--- config.mk ---
export PLATFORM = sky130hd
export DESIGN_NAME = fp32_sub_seq_flat
export DESIGN_NICKNAME = d
export VERILOG_FILES = /design/src/rtl/fp32_sub_if.sv /design/src/rtl/fp32_sub_seq.sv /design/src/flat_wrapper.sv
export SDC_FILE = /design/constraint.sdc
export NUM_CORES = 1
export LEC_CHECK = 0
export CAP_MARGIN = 20
export CELL_PAD_IN_SITES_DETAIL_PLACEMENT = 2
export CELL_PAD_IN_SITES_GLOBAL_PLACEMENT = 2
export CORE_MARGIN = 2
export CORE_UTILIZATION = 32
export DETAILED_ROUTE_END_ITERATION = 8
export HOLD_SLACK_MARGIN = 0.03
export PLACE_DENSITY_LB_ADDON = 0.1
export SETUP_SLACK_MARGIN = 0.1
export SLEW_MARGIN = 10
export SYNTH_ARGS = -nofsm -noshare
export SYNTH_HDL_FRONTEND = slang
export SYNTH_SLANG_ARGS = --single-unit
--- constraint.sdc ---
create_clock -name clk -period 4.67 [get_ports clk]
set_input_delay 1.1675 -clock clk [delete_from_list [all_inputs] [get_ports clk]]
set_output_delay 1.1675 -clock clk [all_outputs]
set_load 0.02 [all_outputs]
--- src/rtl/fp32_sub_if.sv ---
// fp32_sub_if: valid/ready operand and result channels of the sequential FP32 subtractor.
// master = issuing side (drives operands, accepts result), slave = the subtractor.
interface fp32_sub_if #(
  parameter int DATA_WIDTH = 32
);
  logic                  in_valid;
  logic                  in_ready;
  logic [DATA_WIDTH-1:0] input_01;
  logic [DATA_WIDTH-1:0] input_02;
  logic                  out_valid;
  logic                  out_ready;
  logic [DATA_WIDTH-1:0] result_sub;
  logic                  busy;

  modport master (
    output in_valid, input_01, input_02, out_ready,
    input  in_ready, out_valid, result_sub, busy
  );

  modport slave (
    input  in_valid, input_01, input_02, out_ready,
    output in_ready, out_valid, result_sub, busy
  );
endinterface

--- src/rtl/fp32_sub_seq.sv ---
// fp32_sub_seq: multi-cycle IEEE-754 single-precision subtractor, result_sub = input_01 - input_02.
// Flow: IDLE -> ALIGN -> ARITH -> NORM (one left shift per cycle) -> DONE.
// Optional feature macro FP_SUB_ROUND_EN: carries guard/round/sticky bits through the datapath
// and rounds to nearest even in an extra ROUND cycle; without it alignment truncates.
module fp32_sub_seq #(
  parameter int DATA_WIDTH         = 32,
  parameter int EXP_WIDTH          = 8,
  parameter int SIGNIFICANDS_WIDTH = 23,
  parameter int ADDER_WIDTH        = 25
) (
  input logic       clk,
  input logic       rst,
  fp32_sub_if.slave bus
);

`ifdef FP_SUB_ROUND_EN
  localparam int XW = 3;
`else
  localparam int XW = 0;
`endif
  localparam int EW = EXP_WIDTH;
  localparam int FW = SIGNIFICANDS_WIDTH;
  localparam int MW = ADDER_WIDTH + XW;  // carry + hidden + fraction (+ guard/round/sticky)
  localparam int HB = FW + XW;           // hidden-bit position in the working significand

  localparam logic [EW-1:0]         EXP_MAX   = {EW{1'b1}};
  localparam logic [EW-1:0]         EXP_ZERO  = {EW{1'b0}};
  localparam logic [EW-1:0]         EXP_ONE   = {{(EW-1){1'b0}}, 1'b1};
  localparam logic [EW-1:0]         SHIFT_LIM = EW'(MW);
  localparam logic [MW-1:0]         MANT_ZERO = {MW{1'b0}};
  localparam logic [FW-1:0]         FRAC_ZERO = {FW{1'b0}};
  localparam logic [DATA_WIDTH-2:0] MAG_ZERO  = {(DATA_WIDTH-1){1'b0}};
  localparam logic [DATA_WIDTH-1:0] RES_ZERO  = {DATA_WIDTH{1'b0}};

  typedef enum logic [2:0] {
    IDLE  = 3'd0,
    ALIGN = 3'd1,
    ARITH = 3'd2,
    NORM  = 3'd3,
    ROUND = 3'd4,
    DONE  = 3'd5
  } state_t;

  state_t                state_r, state_s;
  logic [DATA_WIDTH-1:0] a_r, a_s, b_r, b_s, res_r, res_s;
  logic                  sign_r, sign_s, sub_r, sub_s;
  logic [EW-1:0]         exp_r, exp_s;
  logic [MW-1:0]         mant_r, mant_s, sml_r, sml_s;
  logic                  in_ready_r, out_valid_r, busy_r;

  logic [EW-1:0]         ea_s, eb_s, diff_s;
  logic                  a_big_s;
  logic [MW-1:0]         m_big_s, m_sml_s, al_sml_s, sum_s;
`ifdef FP_SUB_ROUND_EN
  logic                  rnd_up_s;
  logic [ADDER_WIDTH-1:0] rnd_s;
`endif

  // Pick the larger magnitude and align the smaller significand to its exponent
  always_comb begin
    ea_s    = a_r[DATA_WIDTH-2 -: EW];
    eb_s    = b_r[DATA_WIDTH-2 -: EW];
    // {exp,frac} compared as one field orders by exponent first, then fraction
    a_big_s = (a_r[DATA_WIDTH-2:0] >= b_r[DATA_WIDTH-2:0]);
    m_big_s = MANT_ZERO;
    m_sml_s = MANT_ZERO;
    m_big_s[HB] = 1'b1;
    m_sml_s[HB] = 1'b1;
    if (a_big_s) begin
      m_big_s[HB-1 -: FW] = a_r[FW-1:0];
      m_sml_s[HB-1 -: FW] = b_r[FW-1:0];
      diff_s = ea_s - eb_s;
    end else begin
      m_big_s[HB-1 -: FW] = b_r[FW-1:0];
      m_sml_s[HB-1 -: FW] = a_r[FW-1:0];
      diff_s = eb_s - ea_s;
    end
    if (diff_s >= SHIFT_LIM) begin
`ifdef FP_SUB_ROUND_EN
      al_sml_s = {{(MW-1){1'b0}}, 1'b1};  // everything lands in sticky
`else
      al_sml_s = MANT_ZERO;
`endif
    end else begin
      al_sml_s = m_sml_s >> diff_s;
`ifdef FP_SUB_ROUND_EN
      al_sml_s[0] = al_sml_s[0] | (|(m_sml_s & ~({MW{1'b1}} << diff_s)));
`endif
    end
  end

  // Next-state and datapath decode for the subtraction sequence
  always_comb begin
    state_s = state_r;
    a_s     = a_r;
    b_s     = b_r;
    res_s   = res_r;
    sign_s  = sign_r;
    sub_s   = sub_r;
    exp_s   = exp_r;
    mant_s  = mant_r;
    sml_s   = sml_r;
    sum_s   = sub_r ? (mant_r - sml_r) : (mant_r + sml_r);
`ifdef FP_SUB_ROUND_EN
    rnd_up_s = mant_r[XW-1] & ((|mant_r[XW-2:0]) | mant_r[XW]);
    rnd_s    = {1'b0, mant_r[HB:XW]} + {{(ADDER_WIDTH-1){1'b0}}, rnd_up_s};
`endif
    case (state_r)
      IDLE: begin
        if (bus.in_valid) begin
          a_s     = bus.input_01;
          b_s     = {~bus.input_02[DATA_WIDTH-1], bus.input_02[DATA_WIDTH-2:0]};
          state_s = ALIGN;
        end else begin
          state_s = IDLE;
        end
      end
      ALIGN: begin
        if (ea_s == EXP_MAX) begin
          res_s   = a_r;
          state_s = DONE;
        end else if (eb_s == EXP_MAX) begin
          res_s   = b_r;
          state_s = DONE;
        end else if (a_r[DATA_WIDTH-2:0] == MAG_ZERO) begin
          res_s   = b_r;
          state_s = DONE;
        end else if (b_r[DATA_WIDTH-2:0] == MAG_ZERO) begin
          res_s   = a_r;
          state_s = DONE;
        end else begin
          sign_s  = a_big_s ? a_r[DATA_WIDTH-1] : b_r[DATA_WIDTH-1];
          sub_s   = a_r[DATA_WIDTH-1] ^ b_r[DATA_WIDTH-1];
          exp_s   = a_big_s ? ea_s : eb_s;
          mant_s  = m_big_s;
          sml_s   = al_sml_s;
          state_s = ARITH;
        end
      end
      ARITH: begin
        if (sum_s == MANT_ZERO) begin
          res_s   = RES_ZERO;  // exact cancellation is always +0
          state_s = DONE;
        end else if (sum_s[MW-1]) begin
          mant_s = sum_s >> 1;
`ifdef FP_SUB_ROUND_EN
          mant_s[0] = sum_s[1] | sum_s[0];
`endif
          if (exp_r == (EXP_MAX - EXP_ONE)) begin
            exp_s  = EXP_MAX;  // overflow to infinity: bare hidden bit, zero fraction
            mant_s = MANT_ZERO;
            mant_s[HB] = 1'b1;
          end else begin
            exp_s = exp_r + EXP_ONE;
          end
          state_s = NORM;
        end else begin
          mant_s  = sum_s;
          state_s = NORM;
        end
      end
      NORM: begin
        if (exp_r == EXP_ZERO) begin
          res_s   = {sign_r, MAG_ZERO};
          state_s = DONE;
        end else if (mant_r[HB]) begin
`ifdef FP_SUB_ROUND_EN
          state_s = ROUND;
`else
          res_s   = {sign_r, exp_r, mant_r[HB-1 -: FW]};
          state_s = DONE;
`endif
        end else if (exp_r == EXP_ONE) begin
          res_s   = {sign_r, MAG_ZERO};  // next step would underflow: flush
          state_s = DONE;
        end else begin
          mant_s  = mant_r << 1;
          exp_s   = exp_r - EXP_ONE;
          state_s = NORM;
        end
      end
      ROUND: begin
`ifdef FP_SUB_ROUND_EN
        if (exp_r == EXP_MAX) begin
          res_s = {sign_r, EXP_MAX, FRAC_ZERO};
        end else if (rnd_s[ADDER_WIDTH-1]) begin
          if (exp_r == (EXP_MAX - EXP_ONE)) begin
            res_s = {sign_r, EXP_MAX, FRAC_ZERO};
          end else begin
            res_s = {sign_r, exp_r + EXP_ONE, rnd_s[FW:1]};
          end
        end else begin
          res_s = {sign_r, exp_r, rnd_s[FW-1:0]};
        end
        state_s = DONE;
`else
        res_s   = {sign_r, EXP_MAX, FRAC_ZERO};
        state_s = IDLE;
`endif
      end
      DONE: begin
        if (bus.out_ready) begin
          state_s = IDLE;
        end else begin
          state_s = DONE;
        end
      end
      default: begin
        state_s = IDLE;
      end
    endcase
  end

  // State, datapath and registered handshake outputs with synchronous reset
  always_ff @(posedge clk) begin
    if (rst) begin
      state_r     <= IDLE;
      a_r         <= RES_ZERO;
      b_r         <= RES_ZERO;
      res_r       <= RES_ZERO;
      sign_r      <= 1'b0;
      sub_r       <= 1'b0;
      exp_r       <= EXP_ZERO;
      mant_r      <= MANT_ZERO;
      sml_r       <= MANT_ZERO;
      in_ready_r  <= 1'b1;
      out_valid_r <= 1'b0;
      busy_r      <= 1'b0;
    end else begin
      state_r     <= state_s;
      a_r         <= a_s;
      b_r         <= b_s;
      res_r       <= res_s;
      sign_r      <= sign_s;
      sub_r       <= sub_s;
      exp_r       <= exp_s;
      mant_r      <= mant_s;
      sml_r       <= sml_s;
      in_ready_r  <= (state_s == IDLE);
      out_valid_r <= (state_s == DONE);
      busy_r      <= (state_s != IDLE);
    end
  end

  assign bus.in_ready   = in_ready_r;
  assign bus.out_valid  = out_valid_r;
  assign bus.busy       = busy_r;
  assign bus.result_sub = res_r;

endmodule

--- src/flat_wrapper.sv ---
// flat-port wrapper written by rule: the top's interface ports become plain ports
module fp32_sub_seq_flat 
#(
  parameter int DATA_WIDTH         = 32,
  parameter int EXP_WIDTH          = 8,
  parameter int SIGNIFICANDS_WIDTH = 23,
  parameter int ADDER_WIDTH        = 25
)
  (clk, rst, bus_in_valid, bus_input_01, bus_input_02, bus_out_ready, bus_in_ready, bus_out_valid, bus_result_sub, bus_busy);
  fp32_sub_if #(.DATA_WIDTH(DATA_WIDTH)) bus_i ();
  input logic clk;
  input logic rst;
  input wire logic [$bits(bus_i.in_valid)-1:0] bus_in_valid;
  input wire logic [$bits(bus_i.input_01)-1:0] bus_input_01;
  input wire logic [$bits(bus_i.input_02)-1:0] bus_input_02;
  input wire logic [$bits(bus_i.out_ready)-1:0] bus_out_ready;
  output wire logic [$bits(bus_i.in_ready)-1:0] bus_in_ready;
  output wire logic [$bits(bus_i.out_valid)-1:0] bus_out_valid;
  output wire logic [$bits(bus_i.result_sub)-1:0] bus_result_sub;
  output wire logic [$bits(bus_i.busy)-1:0] bus_busy;
  assign bus_i.in_valid = bus_in_valid;
  assign bus_i.input_01 = bus_input_01;
  assign bus_i.input_02 = bus_input_02;
  assign bus_i.out_ready = bus_out_ready;
  assign bus_in_ready = bus_i.in_ready;
  assign bus_out_valid = bus_i.out_valid;
  assign bus_result_sub = bus_i.result_sub;
  assign bus_busy = bus_i.busy;
  fp32_sub_seq #(.DATA_WIDTH(DATA_WIDTH), .EXP_WIDTH(EXP_WIDTH), .SIGNIFICANDS_WIDTH(SIGNIFICANDS_WIDTH), .ADDER_WIDTH(ADDER_WIDTH)) u_core (.clk(clk), .rst(rst), .bus(bus_i));
endmodule
; Word-level counts from Yosys, hierarchy flattened
; Index checks and enable logic that the tools add are counted.
[classes]
addsub = 6
n_lt_le_gt_ge = 2
eq_ne = 22
shifts = 1
n_mux = 49
bitwise_logic = 6
reduce_logical = 15
[op_table]
columns = cell, count
row1 = 32-bit 2-to-1 mux, 8
row2 = 25-bit 2-to-1 mux, 10
row3 = 32-bit one-hot mux with 4 select lines, 1
row4 = 8-bit 2-to-1 mux, 12
row5 = 25-bit one-hot mux with 3 select lines, 1
row6 = 23-bit 2-to-1 mux, 3
row7 = 31-bit zero test, 2
row8 = 31-bit greater-or-equal comparator, 1
row9 = 3-bit 2-to-1 mux, 9
row10 = 25-bit adder, 1
row11 = 25-bit zero test, 1
row12 = 24-bit by 8-bit >> shifter with 25-bit output, 1
row13 = 25-bit subtractor, 1
row14 = "8-bit equality test, second input constant", 3
row15 = 24-bit 2-to-1 mux, 1
row16 = 8-bit one-hot mux with 3 select lines, 1
row17 = "2-bit inequality test, second input constant", 8
row18 = 8-bit subtractor, 2
row19 = 3-bit one-hot mux with 5 select lines, 1
row20 = 10-bit AND reduction, 1
row21 = "3-bit equality test, second input constant", 3
row22 = 9-bit AND reduction, 1
row23 = "8-bit by 1-bit adder with 8-bit output, second input constant", 1
row24 = "8-bit by 1-bit equality test with 1-bit output, second input constant", 1
row25 = other kinds (18), 27
[totals]
ff_bits = 162
out_inout_bits = 35

; Longest topological paths before layout
; Gate-level depths: netlist (run 1).
[logic_depth]
ltp_word = 7
mapped_depth = 22

; Worst setup path before layout (run 1)
; Ideal clock, no wire load.
[synth_path]
kind = flip-flop to flip-flop
from = reg u_core.sml_r[2]
to = reg u_core.mant_r[17]
setup_ns = 0.133
arrival_time_ns = 4.254
setup_slack_ns = 0.284
stages_incl_launch_ff = 20
n_path_buf = 2
period_less_slack_ns = 4.386
path_cell_list = dfxtp_1 -> nor3_2 -> a31oi_1 -> o21bai_1 -> nor2_1 -> o21ai_0 -> xnor2_1 -> ha_1 -> a21o_1 -> a21o_1 -> a21oi_1 -> o31ai_1 -> or3_1 -> a21oi_1 -> xnor2_1 -> buf_2 -> buf_1 -> o31ai_1 -> a211oi_1 -> nor3_2
[synth_via]
elab_chain_len = 6
word_cells_on_any_way = 10
classes_between = add/sub: 2 / eq/ne: 1 / mux: 5 / reduce/logical: 2
[synth_rtl]
columns = element, line
row1 = from (decl), fp32_sub_seq.sv:48  ; logic [MW-1:0] mant_r, mant_s, sml_r, sml_s;
row2 = from (signal assigned), fp32_sub_seq.sv:238  ; sml_r <= sml_s;
row3 = 25-bit adder or 25-bit subtractor (tied branches), fp32_sub_seq.sv:103  ; sum_s = sub_r ? (mant_r - sml_r) : (mant_r + sml_r);
row4 = 25-bit 2-to-1 mux (*), fp32_sub_seq.sv:103
row5 = "parallel branches: the longest is 4 deep, another holds 25-bit zero test", n/a
row6 = to (signal assigned), fp32_sub_seq.sv:237  ; mant_r <= mant_s;
row7 = to (decl), fp32_sub_seq.sv:48
; Every way passes the cells marked *. The select of a mux whose other input is x is not followed.
; A chain may end at the register's enable or synchronous reset.

; Worst setup path in the final report (run 1)
[layout_path]
from = reg u_core.sml_r[9]
to = reg u_core.res_r[9] (netlist: u_core.bus.result_sub[9])
[layout_via]
elab_chain_len = 5
word_cells_on_any_way = 6
classes_between = add/sub: 2 / eq/ne: 1 / mux: 1 / reduce/logical: 2
[layout_rtl]
columns = element, line
row1 = 25-bit adder or 25-bit subtractor (tied branches), fp32_sub_seq.sv:103
row2 = 25-bit 2-to-1 mux (*), fp32_sub_seq.sv:103
row3 = 25-bit zero test (*), fp32_sub_seq.sv:141  ; if (sum_s == MANT_ZERO) begin
row4 = 2-bit by 1-bit inequality test with 1-bit output (no source line) (*), n/a
row5 = 4-bit AND reduction (no source line) (*), n/a
row6 = to (signal assigned), fp32_sub_seq.sv:233  ; res_r <= res_s;
row7 = to (decl), fp32_sub_seq.sv:45  ; logic [DATA_WIDTH-1:0] a_r, a_s, b_r, b_s, res_r, res_s;
; Mark *: on every way between the ends. The rest lies on a longest branch, timed or not.

==> summary.md, run 1 <==
| Metric | Value |
|---|---|
| Status | complete, but fails checks |
| Violated checks | setup timing |
| Antenna-violating nets left | 0 |
| Yosys reg bits | 160 |
| Clock transition at the registers of the reported paths | 0.08 ns |
| Final WS setup | -0.148 ns |
| # diodes | 0 |
| Clk_lat worst skew | 0.47 ns |
| Initial drt markers | 732 |
| Area Growth Syn to Fin | 31.1% |
| Area share of the largest cell type after synthesis | 25.0% |
| Ports | 103 |
| Final setup viols | 46 |
| CTS Sinks | 160 |
| Post-Syn Area | 12800 um2 |
| NumNets Final | 2013 |
| Vias in the first global route | 14300 |
| Critical Path Most Common Cell | nor4_4 |
| FF-to-FF setup slack | -0.15 ns |
| Hold Vio Cnt, Final | 0 |
| Crit path max-delay cell type | dfxtp_1 |
| Starting density of the core | 32.3% |
| Sequential share of the synthesized area | 25.0% |
| CP Depth | 22 |
| Synth cell count leaders | 256 x nand2_1, 181 x a21oi_1, 174 x nor2_1 |
| FILL cells | 4531 |
| Detailed Route WL | 58900 um |
| Routed wire per std cell | 24.4 um |
| WP buf/inv | 5 |
| TritonCTS clock tree | built |
| Setup TNS | -3.55 ns |
| Chip height | 204 um |
| Reg-to-Reg Start | u_core.sml_r[9] |
| Routability cong. | 0.866 |
| Max FO, Critical Path | 7 |
| Worst r2r dst | u_core.bus.result_sub[9] |
| Fmax | 208 MHz |
| I/O Buffers | 102 |
| Final min period | 4.82 ns |
| Slew at the pin with the worst max-slew slack | 1.02 ns |
| EDFF count, synth | 0 |
| Global-route wire length before repair | 85800 um |
| CP endpoint kind | flop |
| Post-synth top flop | dfxtp_1 |
| Most frequent cell after synthesis | nand2_1 |
| Total gr overflow | 0 |
| FF-to-FF path depth | 22 |
| Die Wd | 204 um |
| GRT Util Overall | 26.7% |
| Initial antenna violation count | 0 |
| Max incr delay on CP | 0.41 ns |
| Synth Warn # | 0 |
| Worst path cell trace | nor4_4 -> nand4b_1 -> buf_4 -> nor4_4 -> buf_4 -> nor2_1 -> xnor2_1 -> ha_2 -> a21oi_2 -> o21ai_1 -> nor3_2 -> nand3_2 -> a221oi_4 -> nor2b_1 -> a22oi_2 -> nor4_4 -> buf_6 -> o21ai_4 -> buf_12 -> buf_16 -> mux2i_1 -> nor2_1 |
| Top layer in use | met4 |
| Largest delay share family, worst path | simple AND/OR/NAND/NOR gates |
| H-Tree Depth | 4 |
| Core Rows | 73 |
| Worst-case hold slack | 0.472 ns |
| Synth cell types | 91 |
| Fin. max-slew vios | 0 |
| CTS root buffer | clkbuf_16 |
| Critical path class | flop to flop |
| Synth async-reset ratio | 0% |
| Hold Path Class | flop to flop |
| Via density per instance | 5.70 |
| DRC | 0 |
| Core area | 39600 um2 |
| Power consumption | 15.8 mW |
| CTS Buf Count | 17 |
| Synth area leader | dfxtp_1 |
| Synthesized instance count | 1689 |
| Mapped Nets | 1828 |
| P_leak | 6.64 nW |
| Hold_buf cts | 0 |
| Clock Skew | 0.0152 ns |
| CP Launch Type | flop |
| Met1 wire length | 28100 um |
| Share of cells above drive strength 1 | 19.6% |
| Metal3 WL | 1480 um |
| Syn_area_per_cell | 7.59 um2 |
| DP Wirelength | 43000 um |
| Power Dens Cells | 940 nW/um2 |
| DRT Pass-1 Iters | 5 |
| Clock tree buffer depth | 2 |
| Worst Setup SP | u_core.sml_r[9] |
| RSZ-0062 raised after global routing | yes |
| Period utilisation layout | 103% |
| WP data required | 5.01 ns |
| Largest net degree at the start of global routing | 85 |
| CP endpoint | u_core.bus.result_sub[9] |
| DIE AREA | 41700 um2 |
| Max-cap viol count | 0 |
| Met2 WL | 28100 um |
| Routed via count | 13700 |
| Critical path data arrival time | 5.16 ns |
| Relative slew slack | 32.3% |
| Peak VDD IR | 0.000585 V |
| Synth area leaders | dfxtp_1 25%, nand2_1 7.5%, a21oi_1 7.1% |
registers in the layout, indices dropped and copies added, names as in the netlist:
name,flops
u_core.a_r,32
u_core.mant_r,24
u_core.exp_r,8
u_core.bus.result_sub,32
u_core.bus.busy,1
u_core.bus.in_ready,1
u_core.state_r,3
u_core.sml_r,24
u_core.bus.out_valid,1
u_core.sign_r,1
u_core.b_r,32
u_core.sub_r,1
through the flow:
step | setup WS, ns | util [%] | cell area, um2 | instances
finish | -0.148 | 42.4 | 16800 | 2412
CTS | 0.104 | 40.1 | 15900 | 2374
floorplan | 0.284 | - | 12800 | 1689
detailed placement | -0.267 | 37.6 | 14900 | 2316
global route | -0.407 | 42.4 | 16800 | 2412
global placement | 0.0109 | 37.6 | 14900 | 2316
worst min-delay path by stage:
stage,start,end,depth (start not counted)
4_1_cts,u_core.bus.result_sub[27],u_core.bus.result_sub[27],2
5_1_grt,u_core.bus.result_sub[27],u_core.bus.result_sub[27],2
2_1_floorplan,u_core.mant_r[12],u_core.mant_r[12],2
6_report,u_core.bus.result_sub[27],u_core.bus.result_sub[27],2
3_5_place_dp,u_core.bus.result_sub[27],u_core.bus.result_sub[27],2
3_3_place_gp,u_core.bus.result_sub[28],u_core.bus.result_sub[28],2
worst register-to-register path, stage by stage (launching register included):
cell and delay, ns:
dfxtp_1 0.41, nor4_4 0.29, nand4b_1 0.23, buf_4 0.21, nor4_4 0.16, buf_4 0.17
nor2_1 0.05, xnor2_1 0.21, ha_2 0.36, a21oi_2 0.25, o21ai_1 0.15, nor3_2 0.23
nand3_2 0.17, a221oi_4 0.32, nor2b_1 0.10, a22oi_2 0.24, nor4_4 0.06, buf_6 0.14
o21ai_4 0.36, buf_12 0.18, buf_16 0.13, mux2i_1 0.19, nor2_1 0.05
cell type report:
cell class / count / area [um2] / area share (%)
multi-input combinational: 1361 / 9580 / 57.0
sequential: 160 / 3210 / 19.1
timing repair buffer: 270 / 2520 / 15.0
tap: 525 / 657 / 3.91
clock buffer: 17 / 425 / 2.53
inverter: 64 / 240 / 1.43
clock inverter: 15 / 165 / 0.984
power breakdown:
part	leakage (nW)	switching, mW	internal, mW
clock	0.290	0.715	0.763
combinational	5.04	7.22	5.11
sequential	1.31	0.367	1.61
total	6.64	8.30	7.49
kinds of logic after synthesis:
logic type | share of synthesized area [%]
compound gates | 23.5
xor+xnor | 4.16
fa+ha+maj | 7.11
buf+inv | 5.60
flops | 25.0
mux | 11.2
simple gates | 23.5
metal layers:
metal  vias up  GRT usage, %
met5         -             0
met4         0          7.43
met3        70          2.36
met2       246          43.7
met1      6985          37.5
li1       6446             -
cell usage in the layout (no fill, tap or decap), types with 8 or more instances in the layout:
cell / Yosys / layout
nand2_1: 256 / 250
a21oi_1: 181 / 169
dfxtp_1: 160 / 156
nor2_1: 174 / 154
buf_4: 8 / 143
clkdlybuf4s50_1: 0 / 101
o21ai_0: 87 / 81
mux2i_1: 84 / 81
ha_1: 68 / 60
inv_1: 63 / 59
nand3_1: 45 / 41
xnor2_1: 43 / 37
a211oi_1: 38 / 36
nor3_1: 36 / 34
nand4_1: 22 / 22
nor4_1: 23 / 20
mux4_2: 20 / 20
clkbuf_16: 0 / 19
or3_1: 18 / 17
a21o_1: 16 / 16
nor2b_1: 17 / 14
a22o_1: 13 / 13
nor2_4: 0 / 12
buf_6: 4 / 12
a21oi_2: 1 / 11
o31ai_1: 13 / 11
buf_12: 0 / 11
xor2_1: 11 / 10
and2_1: 13 / 10
nor2_2: 1 / 9
o21ai_1: 7 / 8
repair_timing:
| item | 4_1_cts | 5_1_grt |
|---|---|---|
| gates resized for setup | 34 | 121 |
| pin swaps | 29 | 61 |
| buffers inserted | 24 | 34 |
| endpoints found under the setup margin | 69 | 77 |
| gates cloned | 2 | 3 |
No activity file was read; power rests on OpenSTA's default activity.
==> run 2, diff against run 1 <==
--- a/config.mk
+++ b/config.mk
@@ -9,9 +9,8 @@
 export CELL_PAD_IN_SITES_DETAIL_PLACEMENT = 2
 export CELL_PAD_IN_SITES_GLOBAL_PLACEMENT = 2
 export CORE_MARGIN = 2
-export CORE_UTILIZATION = 32
+export CORE_UTILIZATION = 38
 export DETAILED_ROUTE_END_ITERATION = 8
-export HOLD_SLACK_MARGIN = 0.03
 export PLACE_DENSITY_LB_ADDON = 0.1
 export SETUP_SLACK_MARGIN = 0.1
 export SLEW_MARGIN = 10
==> constraint.sdc (replaced) <==
create_clock -name clk -period 5.8 [get_ports clk]
set_input_delay 1.45 -clock clk [delete_from_list [all_inputs] [get_ports clk]]
set_output_delay 1.45 -clock clk [all_outputs]
set_load 0.02 [all_outputs]
==> run 2 against run 1 <==
The flow now finishes without violations. Flip-flop and latch count unchanged. Combinational power down 39%. Sequential share of layout area up 2.6 points. Register-to-register slack better by 0.64 ns. Non-clock buffer count down 138. Global-route usage up 2.9 points. Clock skew down 0.0024 ns. Hold slack worse by 0.0045 ns. Final cell count down 9.0%. Sequential power down 16%. Total power down 35%. Cell area down 12%. Critical path type unchanged. Largest cell class unchanged. Largest power group unchanged.
==> summary.md, run 2 (synthesis gave the netlist of run 1 again) <==
| Metric | Value |
|---|---|
| Initial antenna violation count | 0 (unchanged) |
| Relative slew slack | 26.8% (-5.4 points) |
| GRT Util Overall | 29.7% (+2.9 points) |
| CTS root buffer | clkbuf_16 |
| DRT Pass-1 Iters | 5 (unchanged) |
| Clock transition at the registers of the reported paths | 0.07 ns (about the same) |
| Crit path max-delay cell type | nor4_4 |
| Met2 WL | 24100 um (-14%) |
| Slew at the pin with the worst max-slew slack | 1.09 ns (+0.0772 ns) |
| Clock tree buffer depth | 2 (unchanged) |
| FF-to-FF path depth | 19 (-14%) |
| Worst r2r dst | u_core.mant_r[1] |
| Fin. max-slew vios | 0 (unchanged) |
| NumNets Final | 1874 (-6.9%) |
| RSZ-0062 raised after global routing | no |
| Core Util, Final | 44.3% (+1.9 points) |
| Core area | 33400 um2 (-16%) |
| Global-route wire length before repair | 81600 um (-4.9%) |
| Initial drt markers | 791 (+8.1%) |
| Via density per instance | 6.02 (+5.5%) |
| Max incr delay on CP | 0.56 ns (+0.15 ns) |
| Core Rows | 67 (-8.2%) |
| Routability cong. | 0.880 (+1.5%) |
| Largest net degree at the start of global routing | 66 (-22%) |
| CTS Sinks | 160 (unchanged) |
| Power Dens Cells | 698 nW/um2 (-26%) |
| Worst-case hold slack | 0.467 ns (-0.00452 ns) |
| Worst path cell trace | nor3_2 -> a31oi_1 -> o21bai_1 -> nor2_1 -> o21ai_0 -> xnor2_1 -> ha_1 -> a21o_1 -> a21o_1 -> a21oi_1 -> o31ai_1 -> nor4_1 -> xnor2_1 -> a22oi_1 -> nor4_4 -> o21a_1 -> buf_4 -> a211oi_1 -> a211oi_1 |
| Reg-to-Reg Start | u_core.sml_r[2] |
| WP buf/inv | 1 (-4) |
| Max-cap viol count | 0 (unchanged) |
| DRC | 0 (unchanged) |
| Vias in the first global route | 13900 (-3.1%) |
| Routed via count | 13200 (-4.0%) |
| # diodes | 0 (unchanged) |
| Antenna-violating nets left | 0 (unchanged) |
| Worst hold path cell count | 2 (unchanged) |
| Setup TNS | 0 ns (+3.55 ns) |
| CP endpoint kind | flop |
| Hold_sp | u_core.bus.result_sub[28] |
| P_leak | 5.73 nW (-14%) |
| Metal3 WL | 2360 um (+59%) |
| Most frequent cells in the layout | 255 x nand2_1, 181 x a21oi_1, 174 x nor2_1 |
| H-Tree Depth | 4 (unchanged) |
| WP data required | 6.17 ns (+1.16 ns) |
| Status | finished, final reports clean |
| Chip height | 188 um (-8.1%) |
| Hold_buf cts | 0 (unchanged) |
| Peak VDD IR | 0.000343 V (-41%) |
| FF-to-FF setup slack | 0.49 ns (+0.64 ns) |
| Hold Path Class | flop to flop |
| Detailed Route WL | 52200 um (-11%) |
| Share of cells above drive strength 1 | 7.84% (-12 points) |
| Area Growth Syn to Fin | 15.3% |
| CTS Buf Count | 17 (unchanged) |
| Die Wd | 188 um (-8.1%) |
| Min-Delay Endpoint | u_core.bus.result_sub[28] |
| Worst Setup SP | u_core.sml_r[2] |
| Total gr overflow | 0 (unchanged) |
| Largest delay share family, worst path | compound AO/OA/AOI/OAI gates |
| Met1 wire length | 24300 um (-13%) |
| Routed wire per std cell | 23.8 um (-2.7%) |
| Clk_lat worst skew | 0.46 ns (about the same) |
| DIE AREA | 35200 um2 (-15%) |
| Most common cell after layout, fill and taps aside | nand2_1 |
| Dpl ws | 0.346 ns (+0.613 ns) |
| I/O Buffers | 102 (unchanged) |
| Final WS setup | 0.495 ns (+0.643 ns) |
| Critical path class | flop to flop |
| TritonCTS clock tree | built |
| Hold Vio Cnt, Final | 0 (unchanged) |
| Final min period | 5.31 ns (+0.487 ns) |
| Critical path data arrival time | 5.68 ns (+0.52 ns) |
| Ports | 103 (unchanged) |
| Clock Skew | 0.0128 ns (-0.00244 ns) |
| Period utilisation layout | 91.5% (-12 points) |
| Max FO, Critical Path | 14 (+7) |
| Starting density of the core | 38.4% (+6.1 points) |
| CP Launch Type | flop |
| Final setup viols | 0 (-100%) |
| Fmax | 188 MHz (-9.2%) |
| DP Wirelength | 40100 um (-6.8%) |
| Top layer in use | met4 |
## run 2: stage by stage
step / total power, mW / instance area, um2 / std cells
2_1_floorplan: 6.84 / 12800 / 1689
3_5_place_dp: 9.00 / 14200 / 2162
5_1_grt: 11.1 / 14800 / 2195
4_1_cts: 10.2 / 14700 / 2193
3_3_place_gp: 8.75 / 14200 / 2162
6_report: 10.3 / 14800 / 2195
## run 2: how the worst max path moves through the flow
stage,endpoint,slack [ns],cells after the start
final,u_core.mant_r[1],0.49,19
after CTS,u_core.bus.result_sub[3],0.31,20
after global routing,u_core.mant_r[13],0.12,19
after floorplan,u_core.mant_r[17],1.41,19
after detailed placement,u_core.bus.result_sub[3],0.35,20
after global placement,u_core.bus.result_sub[4],0.64,19
## run 2: layout make-up
class / instances / area (um2)
inverter: 64 / 240
clock inverter: 12 / 113
tap: 448 / 561
fill: 3927 / 18600
clock buffer: 19 / 453
timing repair buffer: 132 / 1260
multi-input combinational: 1360 / 8940
sequential: 160 / 3200
## run 2: worst reg2reg max path: cells and delay by family, from the launching register on
kind	cells	cell delay [ns]
AO/OA/AOI/OAI	11	2.32
flip-flops	1	0.37
XOR/XNOR	2	0.32
AND/OR/NAND/NOR	4	1.56
adder cells (fa/ha/maj)	1	0.37
buffers and inverters	1	0.30
## run 2: layer usage
layer  vias up  GRT usage [%]
met5         -              0
met4         0           9.93
met3        62           3.67
met2       340           48.6
met1      6644           40.3
li1       6157              -
## run 2: what timing repair did
item | 4_1_cts | 5_1_grt
setup buffers | 0 | 1
resized for setup | 0 | 1
setup endpoints to repair | 0 | 28
## run 2: power breakdown
| group | switching (mW) | total (mW) | internal (mW) |
|---|---|---|---|
| sequential | 0.362 | 1.66 | 1.30 |
| combinational | 4.78 | 7.52 | 2.73 |
| clock | 0.514 | 1.13 | 0.611 |
| total | 5.66 | 10.3 | 4.64 |
==> run 3, diff against run 2 <==
--- a/config.mk
+++ b/config.mk
@@ -6,14 +6,11 @@
 export NUM_CORES = 1
 export LEC_CHECK = 0
 export CAP_MARGIN = 20
-export CELL_PAD_IN_SITES_DETAIL_PLACEMENT = 2
-export CELL_PAD_IN_SITES_GLOBAL_PLACEMENT = 2
 export CORE_MARGIN = 2
-export CORE_UTILIZATION = 38
+export CORE_UTILIZATION = 55
 export DETAILED_ROUTE_END_ITERATION = 8
-export PLACE_DENSITY_LB_ADDON = 0.1
+export PLACE_DENSITY = 0.76
 export SETUP_SLACK_MARGIN = 0.1
-export SLEW_MARGIN = 10
 export SYNTH_ARGS = -nofsm -noshare
 export SYNTH_HDL_FRONTEND = slang
 export SYNTH_SLANG_ARGS = --single-unit
==> run 3 against run 2 <==
Count of clock-buffer cells in the layout is the same. First-iteration DRC count grew 91%. Sequential share of layout area grew 0.31 points. Utilization grew 20 points. Largest power group unchanged.
==> summary.md, run 3 (synthesis gave the netlist of run 1 again) <==
| Metric | Value |
|---|---|
| Clock transition at the registers of the reported paths | 0.07 ns (about the same) |
| Share of cells above drive strength 1 | 7.41% (-0.43 points) |
| Initial drt markers | 1508 (+91%) |
| Vias in the first global route | 11700 (-16%) |
| FF-to-FF setup slack | 0.61 ns (+0.12 ns) |
| Grt met1 use | 47.2% (+6.9 points) |
| Total gr overflow | 0 (unchanged) |
| Initial antenna violation count | 0 (unchanged) |
| TritonCTS clock tree | built |
| Detailed Route WL | 40500 um (-22%) |
| Critical path class | flop to flop |
| GRT Util Overall | 32.9% (+3.2 points) |
| Global-route wire length before repair | 63900 um (-22%) |
| CTS Sinks | 160 (unchanged) |
| Peak VDD IR | 0.000478 V (+40%) |
| Largest net degree at the start of global routing | 76 (+15%) |
| Comb pwr share | 71.6% (-1.4 points) |
| Clk network pwr share | 11.4% (+0.5 points) |
| RSZ-0062 raised after global routing | no |
| Final setup viols | 0 (unchanged) |
| Met2 global-route usage | 51.1% (+2.5 points) |
| Met3 Use GR | 5.79% (+2.1 points) |
| Fmax | 193 MHz (+2.2%) |
| Number of post-CTS setup repair buffers | 0 (unchanged) |
| Reg power frac | 16.9% (+0.8 points) |
| Ports | 103 (unchanged) |
| DRT Pass-1 Iters | 6 (+1) |
| Psw | 5.12 mW (-9.5%) |
| Core Rows | 55 (-18%) |
| Power Dens Cells | 666 nW/um2 (-4.5%) |
| Sw Ratio | 52.8% (-2.2 points) |
| P_leak | 5.71 nW (-0.35%) |
| Status | finished, final reports clean |
| # diodes | 0 (unchanged) |
| Via density per instance | 6.30 (+4.7%) |
| Critical path data arrival time | 5.53 ns (-0.15 ns) |
| CP endpoint kind | flop |
| Routability cong. | 0.937 (+6.5%) |
| H-Tree Depth | 4 (unchanged) |
| Core area | 22800 um2 (-32%) |
| Routed via count | 12900 (-2.0%) |
| Period utilisation layout | 89.5% (-2.0 points) |
| Die Wd | 157 um (-17%) |
| Hold Path Class | flop to flop |
| Int Pwr | 4.58 mW (-1.3%) |
| Antenna-violating nets left | 0 (unchanged) |
| Routed wire per std cell | 19.7 um (-17%) |
| DIE AREA | 24500 um2 (-30%) |
| Fin. max-slew vios | 0 (unchanged) |
| Max FO, Critical Path | 10 (-4) |
| Area Growth Syn to Fin | 13.6% |
| DP Wirelength | 30500 um (-24%) |
| Core Util, Final | 63.9% (+20 points) |
| Most frequent cells in the layout | 255 x nand2_1, 181 x a21oi_1, 174 x nor2_1 |
| Chip height | 157 um (-17%) |
| Clock tree buffer depth | 2 (unchanged) |
| Gr busiest metal | met2 |
| CP Launch Type | flop |
| Max-cap viol count | 0 (unchanged) |
| I/O Buffers | 102 (unchanged) |
| Final min period | 5.19 ns (-0.116 ns) |
| Clk_lat worst skew | 0.44 ns (-0.02 ns) |
| CTS root buffer | clkbuf_16 |
| FILL cells | 2040 (-48%) |
| Clock Skew | 0.0173 ns (+0.00457 ns) |
| Starting density of the core | 56.2% (+18 points) |
| WP data required | 6.14 ns (-0.03 ns) |
| Most common cell after layout, fill and taps aside | nand2_1 |
| DRC | 0 (unchanged) |
| Setup TNS | 0 ns (unchanged) |
| Hold Vio Cnt, Final | 0 (unchanged) |
| NumNets Final | 1867 (-0.37%) |
| Slew at the pin with the worst max-slew slack | 1.05 ns (-0.0384 ns) |
| Relative slew slack | 29.4% (+2.6 points) |
| CTS Buf Count | 17 (unchanged) |
==> run 3: changes by cell type in the layout (fill, tap and decap cells not counted), moves of 2 or more <==
cell,previous run,this run
clkbuf_1,0,2
inv_6,1,5
clkinvlp_4,5,2
buf_12,1,3
clkbuf_8,2,0
buf_4,30,20
==> run 3: power by group through the flow <==
stage | sequential, mW | clock, mW | combinational, mW
after CTS | 1.63 | 1.10 | 6.79
final | 1.64 | 1.11 | 6.95
after global routing | 1.66 | 1.15 | 7.58
after detailed placement | 1.65 | 0 | 6.72
after global placement | 1.64 | 0 | 6.67
after floorplan | 1.54 | 0 | 5.29
==> run 3: cell type report <==
type	instances	area (um2)	area share (%)
sequential	160	3200	22.0
multi-input combinational	1360	8930	61.3
tap	313	392	2.69
timing repair buffer	125	1230	8.47
clock buffer	19	433	2.97
inverter	64	240	1.65
clock inverter	13	128	0.877
==> run 3: stage by stage <==
stage | worst slack [ns] | area, um2 | total power [mW] | hold slack, ns | instances
floorplan | 1.41 | 12800 | 6.84 | 0.467 | 1689
global placement | 0.664 | 13900 | 8.31 | 0.443 | 2020
detailed placement | 0.473 | 13900 | 8.38 | 0.455 | 2020
CTS | 0.442 | 14500 | 9.52 | 0.461 | 2052
global route | 0.112 | 14600 | 10.4 | 0.490 | 2054
finish | 0.611 | 14600 | 9.70 | 0.460 | 2054
==> run 3: critical path, stage by stage, from the launching register on <==
cell and delay [ns]:
dfxtp_1 0.37, nor3_2 0.33, a31oi_1 0.19, o21bai_1 0.25, nor2_1 0.30, o21ai_0 0.18, xnor2_1 0.16, ha_1 0.36
a21o_1 0.18, a21o_1 0.16, a21oi_1 0.32, o31ai_1 0.15, nor4_1 0.31, xnor2_1 0.16, a22oi_1 0.15, nor4_4 0.55
o21a_1 0.44, buf_4 0.26, a211oi_1 0.06, a211oi_1 0.22
==> run 3: path summary, 6_finish.rpt <==
kind / start / to / cells past startpoint
setup / recovery: u_core.sml_r[2] / u_core.mant_r[1] / 19
setup reg to reg: u_core.sml_r[2] / u_core.mant_r[1] / 19
hold reg to reg: u_core.bus.result_sub[27] / u_core.bus.result_sub[27] / 2
hold / removal: u_core.bus.result_sub[27] / u_core.bus.result_sub[27] / 2
==> run 3: repair_timing <==
item                                   CTS  global route
gates resized for setup                  0             2
hold buffers                             0             0
setup endpoints to repair                0            44
endpoints found under the hold margin    0             0
==> run 3: per-layer routing <==
metal | wire length (um) | up-vias
met5 | 0 | -
met4 | 736 | 0
met3 | 3770 | 50
met2 | 18200 | 687
met1 | 17900 | 6043
li1 | - | 6161
